$ cat src/rtl/clockworks_divider.sv
`default_nettype none
// ============================================================================
// Module   : clockworks_divider
// Brief    : Divides clk by 2^SLOW, with a synchronised, stretched slow reset
//            and a fast-domain tick at every slow_clk rising edge.
// Revision : 1.0
// ============================================================================
module clockworks_divider #(
  parameter int SLOW            = 19,
  parameter int RST_HOLD        = 2,
  parameter bit BTN_ACTIVE_HIGH = 1'b1
) (
  input  logic clk,
  input  logic rst_n,
  input  logic btn_reset,
  output logic slow_clk,
  output logic slow_rst_n,
  output logic slow_tick
);

  localparam int DW      = (SLOW > 0) ? SLOW : 1;
  localparam int HW      = (RST_HOLD > 0) ? $clog2(RST_HOLD + 1) : 1;
  localparam int HALF_SH = (SLOW > 1) ? SLOW - 1 : 0;
  localparam logic [DW-1:0] HALF      = DW'(1) << HALF_SH;
  localparam logic [HW-1:0] HOLD_INIT = HW'(RST_HOLD);
  localparam logic          BTN_IDLE  = ~BTN_ACTIVE_HIGH;

  logic [DW-1:0] div_cnt_q, div_cnt_d;
  logic          sync1_q, sync1_d;
  logic          sync2_q, sync2_d;
  logic          tick_q, tick_d;
  logic [HW-1:0] hold_q, hold_d;
  logic          slow_rst_n_q, slow_rst_n_d;
  logic          btn_pressed;
  logic          rise;
  logic          wrap;

  always_comb begin
    div_cnt_d    = div_cnt_q + DW'(1);
    sync1_d      = btn_reset;
    sync2_d      = sync1_q;
    btn_pressed  = (sync2_q == BTN_ACTIVE_HIGH);
    // With no division every clk edge is both a slow rising and falling edge.
    rise         = (SLOW == 0) ? 1'b1 : (div_cnt_d == HALF);
    wrap         = (SLOW == 0) ? 1'b1 : (div_cnt_d == '0);
    tick_d       = rise;
    hold_d       = hold_q;
    slow_rst_n_d = slow_rst_n_q;
    if (btn_pressed) begin
      hold_d       = HOLD_INIT;
      slow_rst_n_d = 1'b0;
    end else begin
      if (rise && (hold_q != '0)) begin
        hold_d = hold_q - HW'(1);
      end
      // Release only on a slow falling edge so the core gets half a period of setup.
      if (wrap && (hold_d == '0)) begin
        slow_rst_n_d = 1'b1;
      end
    end
  end

  always_ff @(posedge clk) begin
    if (!rst_n) begin
      div_cnt_q    <= '0;
      sync1_q      <= BTN_IDLE;
      sync2_q      <= BTN_IDLE;
      tick_q       <= 1'b0;
      hold_q       <= HOLD_INIT;
      slow_rst_n_q <= 1'b0;
    end else begin
      div_cnt_q    <= div_cnt_d;
      sync1_q      <= sync1_d;
      sync2_q      <= sync2_d;
      tick_q       <= tick_d;
      hold_q       <= hold_d;
      slow_rst_n_q <= slow_rst_n_d;
    end
  end

  generate
    if (SLOW == 0) begin : g_passthru
      assign slow_clk  = clk;
      assign slow_tick = 1'b1;
    end else begin : g_divided
      assign slow_clk  = div_cnt_q[DW-1];
      assign slow_tick = tick_q;
    end
  endgenerate

  assign slow_rst_n = slow_rst_n_q;

endmodule
`default_nettype wire

$ cat config.mk
export PLATFORM = sky130hd
export DESIGN_NAME = clockworks_divider
export DESIGN_NICKNAME = d
export VERILOG_FILES = /design/src/rtl/clockworks_divider.sv
export SDC_FILE = /design/constraint.sdc
export NUM_CORES = 1
export LEC_CHECK = 0
export ABC_AREA = 1
export CAP_MARGIN = 20
export CORE_MARGIN = 2
export CORE_UTILIZATION = 40
export CTS_CLUSTER_DIAMETER = 60
export DETAILED_ROUTE_END_ITERATION = 8
export GPL_ROUTABILITY_DRIVEN = 0
export SYNTH_ARGS = -nofsm -noshare
export SYNTH_HDL_FRONTEND = slang
export SYNTH_SLANG_ARGS = --single-unit
$ cat constraint.sdc
create_clock -name clk -period 1.85 [get_ports clk]
set_input_delay 0.37 -clock clk [delete_from_list [all_inputs] [get_ports clk]]
set_output_delay 0.37 -clock clk [all_outputs]
set_load 0.1 [all_outputs]
==> results by stage, run 1 <==
Status:
- The flow ran to the end, but the final reports show violations.
- The final reports fail on negative setup slack.

GRT:
- The via count of the first global-routing pass was 1423.
- The maximum number of pins on one net before global-route repair is 15.
- The number of antenna violations at the first check in global routing came to 0.
- Across every metal layer, demand over resource in global routing totals between 10% and 20%.
- The first global-routing pass estimated around 6.0 mm of wire.
- After global routing the overflow that remains totals 0.

Pwr:
- The share of total power dissipated in the clock network is between 30% and 40%.
- The leakage power total is 0.933 nW.
- The total power density per cell area is between 400 and 500 nW/um^2.
- Net switching is 23.6% of the power.
- The switching power is around 0.23 mW.
- The internal cell power is between 0.7 and 0.8 mW.
- Across the VDD grid, the largest voltage drop is between 0.2 and 0.3 mV.
- Combinational logic is responsible for about 7.3% of the overall power.
- Of the total power, registers draw between 50% and 60%.

Placed design:
- The post-placement worst setup slack is -122 ps.
- The number of buffers inserted by port buffering is 5.
- The detailed placement HPWL is between 2 and 3 mm.
- The number of placed instances with taps included is 303.
- The placed instances occupy a cell area of 1720 sq um.

Final layout:
- The number of nets in the layout is 278.
- The area growth from synthesis to layout is 31.3%.
- The final standard cell count with taps included and fillers excluded is roughly 320.
- The number of diodes is 0.
- Summing all non-filler instances in the final layout gives an area of 2030 sq um.
- In the layout the commonest cells are sky130_fd_sc_hd__nand2_1 (71), sky130_fd_sc_hd__inv_1 (32), sky130_fd_sc_hd__nor2_1 (31), sky130_fd_sc_hd__dfxtp_1 (18), sky130_fd_sc_hd__nand2_2 (16).
- Cells with a size suffix above 1 make up a little under a third of the layout.
- The final core area utilization is between 50% and 60%.
- The library cell used most frequently in the layout, excluding fill and tap cells, is sky130_fd_sc_hd__nand2_1.

Timing:
- The number of endpoints with negative hold slack in the final report was 0.
- The final worst slack is -2.14 ps.
- Setup violations remaining at the end of the flow were counted as 1.
- The worst slew slack as a fraction of its limit is around three quarters.
- The final hold slack is 428 ps.
- The clock period minus worst slack is 1850 ps.
- The final period utilization is 100%.
- On the final layout, the worst clock skew is between 2 and 3 ps.
- At the pin with the least slew margin, the transition time is 383 ps.
- Timing would allow up to 540 MHz.
- The final number of max-transition violations came to 0.
- Setup repair after global routing could not meet its margin everywhere.

Critical path:
- At the worst endpoint, the arrival time is about 2000 ps.
- The sort of element at the start of the critical path is a register.
- The worst setup path is of the register to register kind.
- The register-to-register setup slack is -2 ps.
- On the worst path, the slowest cell contributes a delay of about 390 ps.
- The worst register-to-register path has a depth of 12.
- The worst setup path is captured at a register.
- The kind of cell with the highest combined delay on the critical path is simple AND/OR/NAND/NOR gates.
- The critical path contains buffers and inverters numbering 0 combined.
- The endpoint of the worst register-to-register path is slow_rst_n.
- Traced cell by cell, the critical path runs through nand2_1 -> nor2_4 -> nand2_2 -> nor2_2 -> xnor2_1 -> nand2_2 -> nor2_4 -> nand3_2 -> nand2_1 -> nand2_1 -> nand3_1 -> nand2_1.
- The slowest stage cell on the critical path is sky130_fd_sc_hd__dfxtp_4.
- The critical path data required time is 2030 ps.
- The highest fanout seen on the critical path is 7.
- The startpoint of the lowest-slack register-to-register path is div_cnt_q[6].
- The dominant cell type by count on the critical path is sky130_fd_sc_hd__nand2_1.

Yosys:
- The share of synthesized area in the top cell type comes to between 30 and 40%.
- sky130_fd_sc_hd__dfxtp_1 takes more of the synthesized area than any other cell.
- By area the synthesized netlist is led by sky130_fd_sc_hd__dfxtp_1 (32%), sky130_fd_sc_hd__nand2_1 (20%), sky130_fd_sc_hd__nor2_1 (9.5%).
- The fraction of synthesized area in multiplexers is 0%.
- For this run, asynchronously set or reset flops after synthesis account for 0%.
- Summing the areas of all compound-gate instances in the mapped netlist gives 0.971% of the synthesized area.
- Of the total synthesized cell area, the portion taken by full adders, half adders and majority gates is under 10%.
- The post-synthesis instance area is ~1500 sq um.
- Dividing the synthesized area by the synthesized cell count gives 6.34 sq um.
- For this run, the leading register cell type out of synthesis is sky130_fd_sc_hd__dfxtp_1.
- The number of synthesized flops with an enable pin is 0.
- Counting every instance in the synthesized netlist gives about 240.
- The number of different library cells used by synthesis comes to 21.
- The total of flip-flops plus latches after synthesis is 25.
- Sequential elements use 32.4% of the synthesized area.
- The number of nets handed over by synthesis was between 200 and 300.
- The synthesized netlist devotes under 10% of its cell area to XOR and XNOR gates.
- The combinational family with the most area after synthesis is simple AND/OR/NAND/NOR gates.
- Of the total synthesized cell area, the portion taken by AND, OR, NAND and NOR gates is 53.1%.
- During synthesis, Yosys emitted a total of 0 warnings.

Worst hold path:
- The startpoint identified for the worst hold timing path is sync1_q.
- The path with the worst hold slack has its endpoint at btn_pressed.
- The worst min-delay path class is register to register.
- The worst hold path passes through 2 cells.

CTS:
- In this run the number of H-tree levels came out at 1.
- The maximum root-to-sink buffer count is 2.
- Clock-pin slew was measured on the worst setup and hold paths at 90 ps.
- Buffers inserted to repair hold after CTS numbered 0.
- The clock buffer count from CTS is 3.
- The clock reaches the later pin of the worst-skew pair after 270 ps.
- The cell at the root of the clock tree is sky130_fd_sc_hd__clkbuf_8.
- The clock drives 25 sinks.
- The CTS tree is yes.

Drt:
- The post-detailed-route DRC marker count is 0.
- For this block, the initial DRC count from the detailed router was 100.
- For this run, the detailed router's first-pass iteration total came to 4.
- The count of antenna-violating nets left after detailed routing is 0.
- In the routed layout, each cell is associated on average with a via count of between 4 and 5.
- The routed via count is about 1500.
- Dividing the detail-routed wire length by the instance count gives 10.9 um.
- The total length of routed wires is roughly 3.5 mm.

Floorplan:
- The initial cell density of the core is 41.9%.
- 6 I/O pins were placed.
- In this run the vertical extent of the chip is between 60 and 70 um.
- The core region area is roughly 3700 sq um.
- Row generation in the floorplan step produced 22 rows.
- The floorplan step defined a die boundary enclosing 4380 sq um.
- From left edge to right edge, the die measures approximately 66 um.

Job:
- The number of maximum-capacitance constraint violations is 0.
==> state kept, by name, indices dropped and copies added, names as in the netlist <==
name         cells
div_cnt_q       19
btn_pressed      1
hold_q           2
sync1_q          1
slow_tick        1
slow_rst_n       1
==> worst max-delay path by stage <==
| stage | cells past startpoint | startpoint | to |
|---|---|---|---|
| final | 12 | div_cnt_q[6] | slow_rst_n |
| after CTS | 15 | div_cnt_q[1] | slow_rst_n |
| after global routing | 16 | div_cnt_q[1] | slow_rst_n |
| after global placement | 13 | div_cnt_q[0] | slow_rst_n |
| after floorplan | 13 | div_cnt_q[0] | slow_rst_n |
| after detailed placement | 13 | div_cnt_q[0] | slow_rst_n |
==> routing by layer <==
layer,up-vias,part of all wire (%),track usage [%]
li1,808,-,-
met1,661,48,23.6
met2,33,45,29.6
met3,7,4.1,2.21
met4,0,2.2,6.89
met5,-,0,0
==> per-stage QoR <==
step / power, mW / setup TNS [ps]
after floorplan: 0.592 / 0
after global placement: 0.614 / -155
after detailed placement: 0.615 / -254
after CTS: 0.957 / -0.427
after global routing: 1.01 / -263
final: 0.954 / -2.14
==> power groups by stage <==
stage | Combinational (mW) | Sequential (mW) | Clock [mW]
6_report | 0.0701 | 0.553 | 0.331
5_1_grt | 0.0807 | 0.555 | 0.370
4_1_cts | 0.0603 | 0.554 | 0.343
3_5_place_dp | 0.0523 | 0.563 | 0
3_3_place_gp | 0.0519 | 0.562 | 0
2_1_floorplan | 0.0282 | 0.564 | 0
==> repair_timing <==
item / CTS / global route
cloned: 0 / 0
endpoints found under the setup margin: 3 / 3
resized for setup: 22 / 28
buffers inserted: 6 / 6
pin swaps: 10 / 9
==> cells by family (layout without fill, tap and decap cells) <==
logic type | after synthesis | count (layout)
AOI/OAI and AO/OA | 3 | 3
and+or+nand+nor | 173 | 173
xor gates and xnor gates | 3 | 3
DFF | 25 | 25
adders and majority gates | 3 | 3
buffers and inverters | 37 | 64
==> layout make-up <==
type	instances	area, sq um
fillers	363	1660
clock inverters	1	5.00
flip-flops and latches	25	514
inverters	35	131
well taps	48	60.1
clock buffers	3	41.3
multi-input cells	182	1030
repair buffers	25	249
==> cells in the mapped netlist, drive strengths merged (2+ instances only) <==
master / count
a21oi: 3
ha: 3
nand4: 10
nand3: 20
inv: 34
nor2: 51
dfxtp: 25
xnor2: 2
nor3: 2
nand2: 89
==> tightest hold or removal path, delay by kind of cell, from the launching register on <==
kind / cells / cell delay [ps]
buf+inv: 1 / 40
flops: 1 / 310
simple gates: 1 / 50
Note: power is estimated with default switching activity, not from simulation.
==> inputs of run 2 (changes only) <==
==> constraint.sdc (replaced) <==
create_clock -name clk -period 1.85 [get_ports clk]
set_input_delay 0.4625 -clock clk [delete_from_list [all_inputs] [get_ports clk]]
set_output_delay 0.4625 -clock clk [all_outputs]
set_load 0.1 [all_outputs]
==> results by stage, run 2 (same netlist as run 1, synthesis figures left out) <==
Status:
- The run finished, with violations left.
- The final reports fail on negative setup slack.

Drt:
- The total length of routed wires is 3.69 mm (+5.8%).
- The total iterations of the first detailed-routing run is 4 (unchanged).
- The number of design-rule violations left by the first detailed-router iteration is 88 (-12%).
- The count of antenna-violating nets left after detailed routing is 0 (unchanged).
- The final routed wire length divided by cell count is 11.5 um (+4.8%).
- The post-detailed-route DRC marker count came to 0 (unchanged).
- The via count normalized by instance count came to 4.69 (-0.93%).
- The routed via count is 1509 (unchanged).

Final layout:
- The area growth from synthesis to layout is 32.2%.
- The storage element area is 514 sq um (unchanged).
- Leaving out fill and tap cells, the most frequent cell in the layout is sky130_fd_sc_hd__nand2_1.
- The number of nets in the layout is 281 (+1.1%).
- The final core area utilization is 55.4% (+0.37 points).
- The flip-flop count of the largest register after layout is 19 (unchanged).
- The share of post-route cells with drive strength above 1 came to 29.9% (-1.8 points).
- The area occupied by multi-input gates is 1020 sq um (-0.73%).
- The count of fill cells added during filler insertion is 376 (+3.6%).
- Counting flops per register, the top entry is div_cnt_q.
- The largest registers in the layout are div_cnt_q (19), hold_q (2).
- The number of diodes is 0 (unchanged).
- In the layout the commonest cells are sky130_fd_sc_hd__nand2_1 (75), sky130_fd_sc_hd__inv_1 (33), sky130_fd_sc_hd__nor2_1 (32), sky130_fd_sc_hd__dfxtp_1 (18), sky130_fd_sc_hd__buf_4 (18).

GRT:
- The remaining global-route overflow is 0 (unchanged).
- The number of antenna violations at the first check in global routing is 0 (unchanged).
- The maximum number of pins on one net before global-route repair is 18 (+3).
- The via count of the first global-routing pass is 1429 (+0.42%).
- The wire length of the first global-routing pass is 6.35 mm (+5.3%).
- The overall routing resource usage was 19.0% (+1.1 points).

Pwr:
- The relative contribution of combinational cells to total power is 6.3% (-1.0 points).
- The worst IR drop on VDD is 0.447 mV (+62%).
- The switching part of the total is 23.8% (+0.18 points).
- The total power density per cell area came to 467 nW/um^2 (-0.73%).
- The internal cell power is 0.727 mW (-0.29%).
- The leakage power total was 0.933 nW (about the same).
- The part of the total power dissipated in the clock network is 35.7% (+1.0 points).
- The switching power was 0.227 mW (+0.71%).
- The sum of internal, switching and leakage power is 0.954 mW (about the same).
- The share of total power in sequential cells is 57.9% (about the same).

CTS:
- The cell sitting at the root of the clock tree is a sky130_fd_sc_hd__clkbuf_8.
- TritonCTS built the clock tree.
- The hold buffer count at CTS is 0 (unchanged).
- The clock buffer count from CTS is 3 (unchanged).
- The number of levels in the clock H-tree is 1 (unchanged).
- The clock transition time at the flip-flop clock pins of the worst setup and hold paths is 90 ps (about the same).
- The CTS sink count is 25 (unchanged).
- The worst-skew pair later-pin latency is 280 ps (about the same).
- The maximum root-to-sink buffer count is 2 (unchanged).

Timing:
- The number of endpoints with negative hold slack in the final report was 0 (unchanged).
- The final worst slack is -32.9 ps (-30.8 ps).
- The worst clock skew is 6.98 ps (+4.20 ps).
- The achievable frequency is 531 MHz (-1.6%).
- The total negative slack for setup checks is -32.9 ps (-30.8 ps).
- The number of setup violations in the final report is 1 (unchanged).
- Setup repair after global routing could not meet its margin everywhere.
- The actual slew at the worst max-slew pin is 275 ps (-108 ps).
- The final period utilization is 102% (+1.7 points).
- The final hold slack is 429 ps (+0.654 ps).
- The worst slew slack as a fraction of its limit came to 81.5% (+7.3 points).
- The clock period minus worst slack was 1880 ps (+30.8 ps).
- The final number of max-transition violations is 0 (unchanged).

Floorplan:
- The core region area is 3690 sq um (unchanged).
- The y dimension of the die is 66.2 um (unchanged).
- The width of the die is 66.2 um (unchanged).
- The number of top-level pins is 6 (unchanged).
- The initial cell density of the core is 41.9% (unchanged).
- The number of placement rows was 22 (unchanged).
- The die outline area is 4380 sq um (unchanged).

Critical path:
- The highest fanout seen on the critical path was 5 (-2).
- The data arrival time at the worst-slack endpoint is 2060 ps (+30 ps).
- The startpoint of the lowest-slack register-to-register path is div_cnt_q[1].
- The endpoint class of the critical path is a register.
- The endpoint of the worst register-to-register path is slow_rst_n.
- The register-to-register setup slack is -30 ps (-30 ps).
- STA classifies the critical path startpoint as a register.
- The class of the most critical setup path is register to register.
- The critical path data required time is 2030 ps (about the same).
- The cell count of the worst reg-to-reg path came to 15 (+3).

Placed design:
- The number of buffers inserted by port buffering is 5 (unchanged).
- The detailed placement HPWL is 2.59 mm (+0.54%).
- The post-placement worst setup slack is -112 ps (+10.5 ps).

Worst hold path:
- The path class of the tightest hold or removal check is register to register.
- The start point of the worst min-delay path is sync1_q.
- The number of cells on the worst hold path came to 2 (unchanged).
- For hold timing, the worst endpoint is btn_pressed.

Job:
- The number of maximum-capacitance constraint violations is 0 (unchanged).
run 2: layer usage:
layer	GRT usage (%)	vias to the layer above	wire length, um
li1	-	806	-
met1	26.8	675	1750
met2	29.8	23	1720
met3	2.04	5	148
met4	6.89	0	63
met5	0	-	0
run 2: cell type report:
type | instances | share of cell area [%]
repair buffers | 28 | 13.3
clock buffers | 4 | 2.20
flip-flops and latches | 25 | 25.2
multi-input cells | 182 | 50.0
well taps | 48 | 2.94
inverters | 35 | 6.43
run 2: how the worst max path moves through the flow:
stage	startpoint	endpoint	slack, ps
after detailed placement	div_cnt_q[1]	slow_rst_n	-110
after floorplan	div_cnt_q[0]	slow_rst_n	40
after global placement	div_cnt_q[0]	slow_rst_n	-100
after global routing	div_cnt_q[1]	slow_rst_n	-180
after CTS	div_cnt_q[9]	slow_rst_n	3
final	div_cnt_q[1]	slow_rst_n	-30
run 2: metrics by stage:
step           instance area (sq um)  std cells
2_1_floorplan                   1550        244
3_3_place_gp                    1730        303
3_5_place_dp                    1730        303
4_1_cts                         1910        320
5_1_grt                         2040        322
6_report                        2040        322
run 2: timing repair:
item,in CTS,in global routing
pin swaps,10,17
resized for setup,17,31
endpoints found under the setup margin,3,4
setup buffers,13,2
run 2: power by group through the flow:
stage	clock, mW	combinational [mW]	sequential, mW
final	0.341	0.0604	0.553
after global routing	0.366	0.0691	0.554
after CTS	0.344	0.0559	0.553
after detailed placement	0	0.0502	0.562
after global placement	0	0.0504	0.562
after floorplan	0	0.0282	0.564
run 2: worst max-delay path: stages, from the launching register on:
cell and delay (ps):
sky130_fd_sc_hd__dfxtp_4 370, sky130_fd_sc_hd__ha_4 150, sky130_fd_sc_hd__nand2_4 50, sky130_fd_sc_hd__nor2_4 190, sky130_fd_sc_hd__buf_6 140, sky130_fd_sc_hd__nand3_2 90
sky130_fd_sc_hd__nand2_2 90, sky130_fd_sc_hd__nand2_2 80, sky130_fd_sc_hd__nor2_4 100, sky130_fd_sc_hd__nand3_4 80, sky130_fd_sc_hd__nor2_4 120, sky130_fd_sc_hd__nand3_2 80
sky130_fd_sc_hd__nand2_1 60, sky130_fd_sc_hd__nand2_1 60, sky130_fd_sc_hd__nand3_1 70, sky130_fd_sc_hd__nand2_1 40
==> inputs of run 3 (changes only) <==
--- a/config.mk
+++ b/config.mk
@@ -7,7 +7,7 @@
 export LEC_CHECK = 0
 export ABC_AREA = 1
 export CAP_MARGIN = 20
-export CORE_MARGIN = 2
+export CORE_MARGIN = 1.5
 export CORE_UTILIZATION = 40
 export CTS_CLUSTER_DIAMETER = 60
 export DETAILED_ROUTE_END_ITERATION = 8
==> results by stage, run 3 (same netlist as run 1, synthesis figures left out) <==
Status:
- The run finished with clean final reports.

GRT:
- The number of antenna violations at the first check in global routing was 0 (unchanged).
- The overall routing resource usage is 17.4% (-1.6 points).
- The maximum number of pins on one net before global-route repair is 16 (-2).
- The remaining global-route overflow was 0 (unchanged).
- The wire length of the first global-routing pass came to 5.73 mm (-9.7%).
- The via count of the first global-routing pass came to 1279 (-10%).

Drt:
- The total length of routed wires is 3.53 mm (-4.3%).
- The total iterations of the first detailed-routing run is 4 (unchanged).
- The via count normalized by instance count is 4.64 (-0.96%).
- The number of design-rule violations left by the first detailed-router iteration was 46 (-48%).
- The final routed wire length divided by cell count came to 11.1 um (-3.1%).
- The count of antenna-violating nets left after detailed routing is 0 (unchanged).
- The post-detailed-route DRC marker count is 0 (unchanged).
- The routed via count was 1476 (-2.2%).

Pwr:
- The worst IR drop on VDD is 0.289 mV (-35%).
- The internal cell power is 0.728 mW (+0.11%).
- The leakage power total is 0.911 nW (-2.3%).
- The total power density per cell area is 484 nW/um^2 (+3.7%).
- The relative contribution of combinational cells to total power came to 6.5% (+0.2 points).
- The sum of internal, switching and leakage power was 0.961 mW (+0.73%).
- The part of the total power dissipated in the clock network was 35.8% (about the same).
- The switching part of the total came to 24.2% (+0.48 points).
- The switching power is 0.233 mW (+2.7%).
- The share of total power in sequential cells came to 57.8% (about the same).

CTS:
- The maximum root-to-sink buffer count is 2 (unchanged).
- The worst-skew pair later-pin latency was 280 ps (about the same).
- The hold buffer count at CTS came to 0 (unchanged).
- The cell at the root of the clock tree is sky130_fd_sc_hd__clkbuf_8.
- The CTS sink count was 25 (unchanged).
- The number of levels in the clock H-tree is 1 (unchanged).
- The clock buffer count from CTS came to 3 (unchanged).
- The CTS tree is yes.
- The clock transition time at the flip-flop clock pins of the worst setup and hold paths came to 100 ps (about the same).

Critical path:
- The critical path data required time is 2040 ps (about the same).
- The endpoint class of the critical path is a register.
- On the critical path, the stage with the largest delay is an instance of sky130_fd_sc_hd__dfxtp_2.
- STA classifies the critical path startpoint as a register.
- The highest cell delay on the worst timing path was 370 ps (about the same).
- Counting stages on the worst path, the most repeated cell is sky130_fd_sc_hd__nand2_1.
- Traced cell by cell, the critical path runs through ha_4 -> nand2_4 -> nor2_4 -> nand2_2 -> nor2_2 -> xnor2_2 -> nand2_2 -> nor2_2 -> nand3_2 -> nand2_1 -> nand2_1 -> nand3_1 -> nand2_1.
- The data arrival time at the worst-slack endpoint was 2010 ps (-50 ps).
- The class of the most critical setup path is register to register.
- The highest fanout seen on the critical path is 8 (+3).

Final layout:
- The flip-flop count of the largest register after layout was 19 (unchanged).
- The share of post-route cells with drive strength above 1 is 28.5% (-1.4 points).
- In the layout the commonest cells are sky130_fd_sc_hd__nand2_1 (77), sky130_fd_sc_hd__inv_1 (33), sky130_fd_sc_hd__nor2_1 (29), sky130_fd_sc_hd__dfxtp_1 (19), sky130_fd_sc_hd__buf_4 (16).
- The final standard cell count with taps included and fillers excluded is 318 (-1.2%).
- Leaving out fill and tap cells, the most frequent cell in the layout is sky130_fd_sc_hd__nand2_1.
- The area growth from synthesis to layout is 28.4%.
- The number of nets in the layout is 277 (-1.4%).
- The final core area utilization came to 53.8% (-1.6 points).
- The count of fill cells added during filler insertion is 385 (+2.4%).
- The largest registers in the layout are div_cnt_q (19), hold_q (2).
- div_cnt_q holds more flip-flops than any other register.
- The number of diodes was 0 (unchanged).

Placed design:
- The detailed placement HPWL was 2.64 mm (+1.8%).
- The post-placement worst setup slack was -72.4 ps (+39.5 ps).
- The number of placed instances with taps included is 307 (+1.3%).
- The number of buffers inserted by port buffering is 5 (unchanged).

Timing:
- The final number of max-transition violations came to 0 (unchanged).
- The final period utilization came to 98.7% (-3.1 points).
- The final worst slack is 24.6 ps (+57.5 ps).
- The number of endpoints with negative hold slack in the final report is 0 (unchanged).
- The worst slew slack as a fraction of its limit is 79.4% (-2.2 points).
- Setup repair after global routing could not meet its margin everywhere.
- The number of setup violations in the final report came to 0 (-1).
- The clock period minus worst slack is 1830 ps (-57.5 ps).
- The worst clock skew is 6.77 ps (-0.215 ps).
- The achievable frequency is 548 MHz (+3.1%).
- The actual slew at the worst max-slew pin is 307 ps (+32.3 ps).

Floorplan:
- The die outline area was 4250 sq um (-3.0%).
- The number of top-level pins came to 6 (unchanged).
- The number of placement rows came to 22 (unchanged).
- The initial cell density of the core came to 41.9% (unchanged).
- The core region area was 3690 sq um (unchanged).
- The width of the die came to 65.2 um (-1.5%).
- The y dimension of the die is 65.2 um (-1.5%).

Worst hold path:
- In this run the worst hold path is classified as register to register.

Job:
- The number of maximum-capacitance constraint violations was 0 (unchanged).
==> run 3: stage by stage <==
stage	hold slack, ps	setup TNS [ps]	cell area [sq um]
2_1_floorplan	390	0	1550
3_3_place_gp	423	-134	1770
3_5_place_dp	418	-103	1770
4_1_cts	430	0	1880
5_1_grt	471	-306	1990
6_report	428	0	1990
==> run 3: what timing repair did <==
item | CTS | global route
resized for setup | 9 | 25
endpoints found under the setup margin | 3 | 4
pin swaps | 8 | 13
setup buffers | 3 | 4
==> run 3: final timing paths <==
| check | end | slack, ps | startpoint | cells past startpoint |
|---|---|---|---|---|
| setup reg to reg | slow_rst_n | 20 | div_cnt_q[1] | 13 |
| hold reg to reg | btn_pressed | 430 | sync1_q | 2 |
| setup / recovery | slow_rst_n | 20 | div_cnt_q[1] | 13 |
| hold / removal | btn_pressed | 430 | sync1_q | 2 |
==> run 3: power by group through the flow <==
stage / Clock (mW) / Combinational, mW / Sequential [mW]
global route: 0.374 / 0.0709 / 0.556
detailed placement: 0 / 0.0529 / 0.563
floorplan: 0 / 0.0282 / 0.564
finish: 0.344 / 0.0624 / 0.555
global placement: 0 / 0.0530 / 0.563
CTS: 0.353 / 0.0558 / 0.554
==> run 3: critical path, delay by kind of cell, from the launching register on <==
kind,cells,cell delay [ps]
flops,1,370
xor+xnor,1,140
fa+ha+maj,1,170
simple gates,11,1060
==> run 3: area by class of cell <==
cell class	instances	area (sq um)	share of cell area, %
clock buffer	3	41.3	2.08
clock inverter	1	7.51	0.378
inverter	35	131	6.62
multi-input combinational	182	995	50.1
sequential	25	508	25.6
tap	48	60.1	3.02
timing repair buffer	24	243	12.2
==> run 3: per-layer routing <==
layer	track usage [%]	share of wire, %	routed length, um
met3	2.57	3.5	122
met5	0	0	0
met4	4.69	1.2	43
met1	24.5	49	1750
met2	27.6	46	1620
